**config.mk**
```make
export PLATFORM = sky130hd
export DESIGN_NAME = mem_bist
export DESIGN_NICKNAME = d
export VERILOG_FILES = /design/src/rtl/mem_bist.sv
export SDC_FILE = /design/constraint.sdc
export NUM_CORES = 1
export LEC_CHECK = 0
export CORE_UTILIZATION = 40
export CTS_CLUSTER_DIAMETER = 60
export DETAILED_ROUTE_END_ITERATION = 7
export PLACE_DENSITY_LB_ADDON = 0.12
export SLEW_MARGIN = 0
export SYNTH_ARGS = -nofsm -noshare
export SYNTH_HDL_FRONTEND = slang
export SYNTH_SLANG_ARGS = --single-unit
```
**constraint.sdc**
```tcl
create_clock -name clk -period 10.8 [get_ports clk]
set_clock_uncertainty 0.2 [all_clocks]
set_input_delay 1.62 -clock clk [delete_from_list [all_inputs] [get_ports clk]]
set_output_delay 1.62 -clock clk [all_outputs]
set_load 0.01 [all_outputs]
```
**src/rtl/mem_bist.sv**
```systemverilog
// mem_bist: built-in self-test controller for one write/read port pair of the
// four-port RAM interface. A test writes NUM_WORDS words starting at
// START_ADDR using a selectable pattern. It then reads them back with up to
// MAX_OUTSTANDING reads in flight and compares each return in order.
// Mismatches are counted and the first one is logged. A read that has not
// returned after TIMEOUT idle cycles ends the test with a timeout.
//
// Ports:
//   clk, reset            clock (rising edge), asynchronous active-high reset
//   start, mode           start pulse (IDLE/DONE only); pattern mode latched on start
//   wr_rdy/wr_en/wr_addr/wr_data         write request port
//   rd_rdy/rd_en/rd_addr                 read request port
//   rd_data/rd_data_valid                read return
//   busy, pass, fail, timeout            status
//   err_cnt, fail_addr, fail_data        error count (saturating), first mismatch
module mem_bist #(
  parameter int unsigned DATA_WIDTH      = 32,
  parameter int unsigned ADDR_WIDTH      = 24,
  parameter int unsigned START_ADDR      = 0,
  parameter int unsigned NUM_WORDS       = 6,
  parameter logic [31:0] PATTERN         = 32'h00FFFFFF,
  parameter int unsigned MAX_OUTSTANDING = 4,
  parameter int unsigned TIMEOUT         = 1023
) (
  input  logic                  clk,
  input  logic                  reset,
  input  logic                  start,
  input  logic [1:0]            mode,
  input  logic                  wr_rdy,
  input  logic                  rd_rdy,
  output logic                  wr_en,
  output logic                  rd_en,
  output logic [ADDR_WIDTH-1:0] wr_addr,
  output logic [ADDR_WIDTH-1:0] rd_addr,
  output logic [DATA_WIDTH-1:0] wr_data,
  input  logic [DATA_WIDTH-1:0] rd_data,
  input  logic                  rd_data_valid,
  output logic                  busy,
  output logic                  pass,
  output logic                  fail,
  output logic                  timeout,
  output logic [15:0]           err_cnt,
  output logic [ADDR_WIDTH-1:0] fail_addr,
  output logic [DATA_WIDTH-1:0] fail_data
);

  localparam int unsigned CW = $clog2(NUM_WORDS + 1);
  localparam int unsigned TW = (TIMEOUT > 1) ? $clog2(TIMEOUT) : 1;
  localparam logic [ADDR_WIDTH-1:0] BASE       = ADDR_WIDTH'(START_ADDR);
  localparam logic [CW-1:0]         LAST       = CW'(NUM_WORDS - 1);
  localparam logic [CW-1:0]         TOTAL      = CW'(NUM_WORDS);
  localparam logic [3:0]            MAX_OUT    = 4'(MAX_OUTSTANDING);
  localparam logic [TW-1:0]         IDLE_LIMIT = TW'(TIMEOUT - 1);

  typedef enum logic [2:0] {IDLE, WRITE, READ, DRAIN, DONE} state_t;

  state_t          state;
  logic [1:0]      mode_q;
  logic [CW-1:0]   wr_cnt, rd_cnt, cmp_cnt, cmp_nxt;
  logic [3:0]      outstanding, out_nxt;
  logic [TW-1:0]   idle_cnt;
  logic            logged;
  logic [ADDR_WIDTH-1:0] wr_cur, rd_cur, cmp_addr;
  logic [DATA_WIDTH-1:0] expected;
  logic            cmp_ok, spurious, mismatch, fail_nxt;

  function automatic logic [DATA_WIDTH-1:0] pat(input logic [1:0] m,
                                                input logic [ADDR_WIDTH-1:0] a);
    logic [DATA_WIDTH-1:0] p;
    p = '0;
    case (m)
      2'd0: p = DATA_WIDTH'(PATTERN);
      2'd1: p = DATA_WIDTH'(a);
      2'd2: p = DATA_WIDTH'(1) << (a % DATA_WIDTH);
      default: begin
        // even address: 1010..., odd address: 0101...
        for (int unsigned i = 0; i < DATA_WIDTH; i++) p[i] = i[0] ^ a[0];
      end
    endcase
    return p;
  endfunction

  always_comb begin
    wr_cur   = BASE + ADDR_WIDTH'(wr_cnt);
    rd_cur   = BASE + ADDR_WIDTH'(rd_cnt);
    cmp_addr = BASE + ADDR_WIDTH'(cmp_cnt);
    busy     = (state == WRITE) || (state == READ) || (state == DRAIN);
    wr_en    = (state == WRITE) && wr_rdy;
    rd_en    = (state == READ) && rd_rdy && (outstanding < MAX_OUT);
    wr_addr  = (state == WRITE) ? wr_cur : '0;
    wr_data  = (state == WRITE) ? pat(mode_q, wr_cur) : '0;
    rd_addr  = (state == READ) ? rd_cur : '0;
    expected = pat(mode_q, cmp_addr);
    cmp_ok   = rd_data_valid && (outstanding != '0) &&
               ((state == READ) || (state == DRAIN));
    spurious = rd_data_valid && !cmp_ok;
    mismatch = cmp_ok && (rd_data != expected);
    out_nxt  = outstanding;
    if (rd_en && !cmp_ok)      out_nxt = outstanding + 4'd1;
    else if (!rd_en && cmp_ok) out_nxt = outstanding - 4'd1;
    cmp_nxt  = cmp_ok ? cmp_cnt + CW'(1) : cmp_cnt;
    fail_nxt = fail || mismatch || spurious;
  end

  always_ff @(posedge clk or posedge reset) begin
    if (reset) begin
      state       <= IDLE;
      mode_q      <= '0;
      wr_cnt      <= '0;
      rd_cnt      <= '0;
      cmp_cnt     <= '0;
      outstanding <= '0;
      idle_cnt    <= '0;
      logged      <= 1'b0;
      pass        <= 1'b0;
      fail        <= 1'b0;
      timeout     <= 1'b0;
      err_cnt     <= '0;
      fail_addr   <= '0;
      fail_data   <= '0;
    end else begin
      // Error accounting runs in every state so stray returns are always seen.
      if (mismatch || spurious) begin
        if (err_cnt != '1) err_cnt <= err_cnt + 16'd1;
        fail <= 1'b1;
      end
      if (mismatch && !logged) begin
        logged    <= 1'b1;
        fail_addr <= cmp_addr;
        fail_data <= rd_data;
      end
      outstanding <= out_nxt;
      cmp_cnt     <= cmp_nxt;

      case (state)
        IDLE, DONE: begin
          if (start) begin
            pass        <= 1'b0;
            fail        <= 1'b0;
            timeout     <= 1'b0;
            err_cnt     <= '0;
            fail_addr   <= '0;
            fail_data   <= '0;
            logged      <= 1'b0;
            mode_q      <= mode;
            wr_cnt      <= '0;
            rd_cnt      <= '0;
            cmp_cnt     <= '0;
            outstanding <= '0;
            idle_cnt    <= '0;
            state       <= WRITE;
          end
        end
        WRITE: begin
          if (wr_en) begin
            wr_cnt <= wr_cnt + CW'(1);
            if (wr_cnt == LAST) state <= READ;
          end
        end
        READ: begin
          if (rd_en) begin
            rd_cnt <= rd_cnt + CW'(1);
            if (rd_cnt == LAST) state <= DRAIN;
          end
        end
        DRAIN: begin
          // Looks at post-edge values so DONE lands on the final compare edge.
          if (out_nxt == '0 && cmp_nxt == TOTAL) begin
            state <= DONE;
            pass  <= ~fail_nxt;
          end
        end
        default: state <= IDLE;
      endcase

      // Placed after the state case so a timeout overrides any other transition.
      if (state == READ || state == DRAIN) begin
        if (rd_en || rd_data_valid) begin
          idle_cnt <= '0;
        end else if (outstanding != '0) begin
          if (idle_cnt == IDLE_LIMIT) begin
            timeout     <= 1'b1;
            fail        <= 1'b1;
            pass        <= 1'b0;
            outstanding <= '0;
            idle_cnt    <= '0;
            state       <= DONE;
          end else begin
            idle_cnt <= idle_cnt + TW'(1);
          end
        end
      end
    end
  end

endmodule

```
==> key figures <==
Run status
  – Run status: complete, no violations

STA
  – Final-report setup violation count: 0
  – Setup WS post-layout: roughly 5.6 ns
  – Total Negative Setup Slacks: 0 ns
  – Time the final worst path needs with I/O delays and setup: roughly 5.2 ns
  – Count of pins over their slew limit: 0
  – Top achievable clock speed: around 190 MHz
  – Total count of hold-check failures in the final report: 0
  – Final clock period utilization by the worst path: around half
  – Unrepaired setup endpoints after global routing: no
  – Actual transition at the worst max-transition pin: 0.953 ns
  – Max-slew headroom: between 30% and 40%

Route
  – Average routed wire per standard cell: about 16 um
  – DR vias: about 5400
  – Post-detailed-route count of antenna-violating nets: 0
  – Total wirelength of the detailed-routed design: around 16000 um
  – Total DRC errors in the routed layout: 0
  – Iteration-0 DRC count of the detailed router: 361
  – Number of detailed-routing iterations run before antenna repair: 4
  – Post-DR vias/cell: ~5.4

Layout
  – # diodes: 0
  – Final #Nets: 873
  – Proportion of layout cells with a drive suffix above 1: roughly 4.8%
  – Layout area overhead: 26.4%
  – Summed area of non-filler cells in the final layout: a little under 8000 um2
  – Filler instances: 1380

Floorplan
  – Die boundary height: between 100 and 150 um
  – I/O pin count: just under 200
  – Effective utilization at floorplan: around 40%
  – X dimension of the die: 127 um
  – Area of the placeable core: approximately 15000 um2
  – Number of standard-cell rows in the floorplan: between 40 and 50
  – Die area: between 15000 and 20000 um2

Clocking
  – Root cell of the clock tree: sky130_fd_sc_hd__clkbuf_16
  – Count of instances resized after the clock tree is built: 0
  – Clock slew seen by the registers of the worst setup and hold paths: ~0.060 ns
  – Number of levels in the clock H-tree: 3
  – Maximum count of clock buffers along a single path: 2
  – Clock latency of the later-clocked register in the worst-skew pair: 0.35 ns
  – Setup Fix Bufs, Post-CTS: 0
  – Hold bufs inserted after CTS: 0
  – Clock buffers created by TritonCTS: 9
  – Clock tree from TritonCTS: done
  – Number of sinks handled by clock tree synthesis: about 100

Worst hold path
  – Hold path cells: 1
  – Startpoint of the most critical hold path: timeout
  – Worst hold-check path type: flop to flop

Yosys
  – Async SR Flop Fraction: 100%
  – Synthesized netlist cell count: around 710
  – Most common flop cell mapped by yosys: sky130_fd_sc_hd__dfrtp_1
  – Register bit total from synthesis: about 100
  – Share of the synthesized area in the top cell type: 41.9%
  – Part of the Yosys area used for sequential elements: about two fifths
  – Dominant cells by area after synthesis: sky130_fd_sc_hd__dfrtp_1, sky130_fd_sc_hd__buf_4, sky130_fd_sc_hd__a21oi_1, sky130_fd_sc_hd__o21ai_0, sky130_fd_sc_hd__nand3_1
  – Synthesized area per cell: 8.82 um2
  – YS warnings: 0
  – Unique cell type count in the Yosys netlist: between 60 and 70
  – Area of the mapped netlist: 6220 um2
  – EDFF count, synth: 0
  – Cell accounting for the most synthesized area: sky130_fd_sc_hd__dfrtp_1

Place
  – Cell area after placement: about 7600 um2
  – Placer congestion estimate: a little under 0.9
  – Port Buf Inserts: around 160
  – Worst slack at placement: roughly 5.6 ns
  – Detail Placement HPWL: around 11000 um

Worst setup path
  – Data required, critical path: about 9.0 ns
  – Sort of element at the end of the critical path: output pin
  – Launching instance or port of the critical path: rd_rdy
  – Data arrival, critical path: between 3 and 4 ns
  – Startpoint-to-endpoint class of the critical path: input pin to output pin
  – R2R depth: 9
  – Crit-path max FO: 10
  – Reg2reg start: cmp_cnt[0]
  – Crit start category: input pin

Pwr
  – Power per cell area: approximately 210 nW/um2
  – Post-route total power: between 1.5 and 2 mW
  – Max rail drop VDD: roughly 0.11 mV
  – Reported leakage power: roughly 3.4 nW

Global routing
  – Antenna violations before repair: 0
  – Global route overflow: 0
  – Vias in the first global route: ~5200
  – Global-route wire length before repair: 26000 um
  – Largest net degree at the start of global routing: 71
  – Total routing resource utilization after global routing: between 20% and 30%

Run
  – Reported max-cap violation count: 0
power breakdown:
group / internal, mW / total [mW] / switching, mW / leakage (nW)
Clock: 0.186 / 0.329 / 0.143 / 0.145
Sequential: 0.472 / 0.570 / 0.0983 / 1.42
Combinational: 0.391 / 0.786 / 0.395 / 1.85
cells in the mapped netlist (all sizes together), types with 2 or more instances:
master / instances
a211oi: 9
a21boi: 3
a21o: 4
a21oi: 61
a221oi: 2
a31oi: 6
a41o: 2
a41oi: 3
and2: 9
and3: 30
and4: 3
buf: 73
clkbuf: 31
dfrtp: 104
ha: 19
inv: 18
mux2i: 4
nand2: 46
nand2b: 7
nand3: 51
nand3b: 2
nand4: 17
nor2: 43
nor2b: 7
nor3: 12
nor3b: 4
nor4: 11
nor4b: 2
o211ai: 2
o21ai: 60
o31ai: 5
or2: 4
or3: 13
or3b: 4
or4: 5
xnor2: 10
xor2: 8
logic make-up (layout without fill, tap and decap cells):
logic type | Yosys count | in the layout | share of synthesized area (%)
adder cells (fa/ha/maj) | 20 | 20 | 3.99
other | 1 | 42 | 0.0603
flip-flops | 104 | 104 | 41.9
AO/OA/AOI/OAI | 164 | 164 | 15.2
buffers and inverters | 122 | 195 | 11.8
XOR/XNOR | 18 | 18 | 2.54
multiplexers | 4 | 4 | 0.644
AND/OR/NAND/NOR | 272 | 272 | 23.9
final cells by class:
type / instances / area, um2 / area share, %
Multi-Input combinational cell: 520 / 3050 / 38.9
Sequential cell: 104 / 2600 / 33.1
Timing Repair Buffer: 161 / 1600 / 20.3
Clock buffer: 11 / 243 / 3.09
Tap cell: 188 / 235 / 2.99
Inverter: 18 / 70.1 / 0.892
Clock inverter: 5 / 56.3 / 0.717
final timing paths:
kind | endpoint | slack, ns
setup / recovery | rd_en | 5.57
hold / removal | timeout | 0.28
setup reg to reg | fail_addr[1] | 7.20
hold reg to reg | timeout | 0.28
max in group asynchronous | pass | 7.70
min in group asynchronous | fail_data[12] | 1.44
layer usage:
layer  track usage (%)  up-vias  wire length (um)
met1              26.0     2615              7280
met5                 0        -                 0
met3              4.77       17               935
li1                  -     2609                 -
met4              5.04        0               216
met2              34.2      177              7750
placed cells by master, fill, tap and decap left out, drive strengths merged, types with 10 or more instances in the layout:
| master | synthesis | layout |
|---|---|---|
| and3 | 30 | 30 |
| conb | 1 | 42 |
| inv | 18 | 18 |
| clkbuf | 31 | 11 |
| ha | 19 | 19 |
| dfrtp | 104 | 104 |
| or3 | 13 | 13 |
| xnor2 | 10 | 10 |
| a21oi | 61 | 61 |
| o21ai | 60 | 60 |
| nor4 | 11 | 11 |
| nand4 | 17 | 17 |
| nand3 | 51 | 51 |
| nor2 | 43 | 43 |
| clkdlybuf4s50 | 0 | 155 |
| nand2 | 46 | 46 |
| nor3 | 12 | 12 |
sequential cells by signal, indices dropped and copies added, names as in the netlist:
signal       flops
fail             1
fail_addr       24
pass             1
wr_cnt           3
mode_q           2
idle_cnt        10
timeout          1
err_cnt         16
state            3
fail_data       32
outstanding      4
rd_cnt           3
cmp_cnt          3
logged           1
critical path, cell delays in order:
cell,delay [ns]
sky130_fd_sc_hd__clkdlybuf4s50_1,0.47
sky130_fd_sc_hd__nor4b_2,0.37
sky130_fd_sc_hd__nand2_1,0.19
sky130_fd_sc_hd__inv_2,0.19
sky130_fd_sc_hd__clkdlybuf4s50_1,0.56
per-stage QoR:
| step | cells | hold WS, ns | util, % |
|---|---|---|---|
| finish | 1007 | 0.282 | 51.7 |
| global route | 1007 | 0.312 | 51.7 |
| CTS | 1007 | 0.289 | 51.7 |
| detailed placement | 991 | 0.270 | 49.7 |
| global placement | 991 | 0.268 | 49.7 |
| floorplan | 746 | 0.273 | - |
No activity file was read; power rests on OpenSTA's default activity.
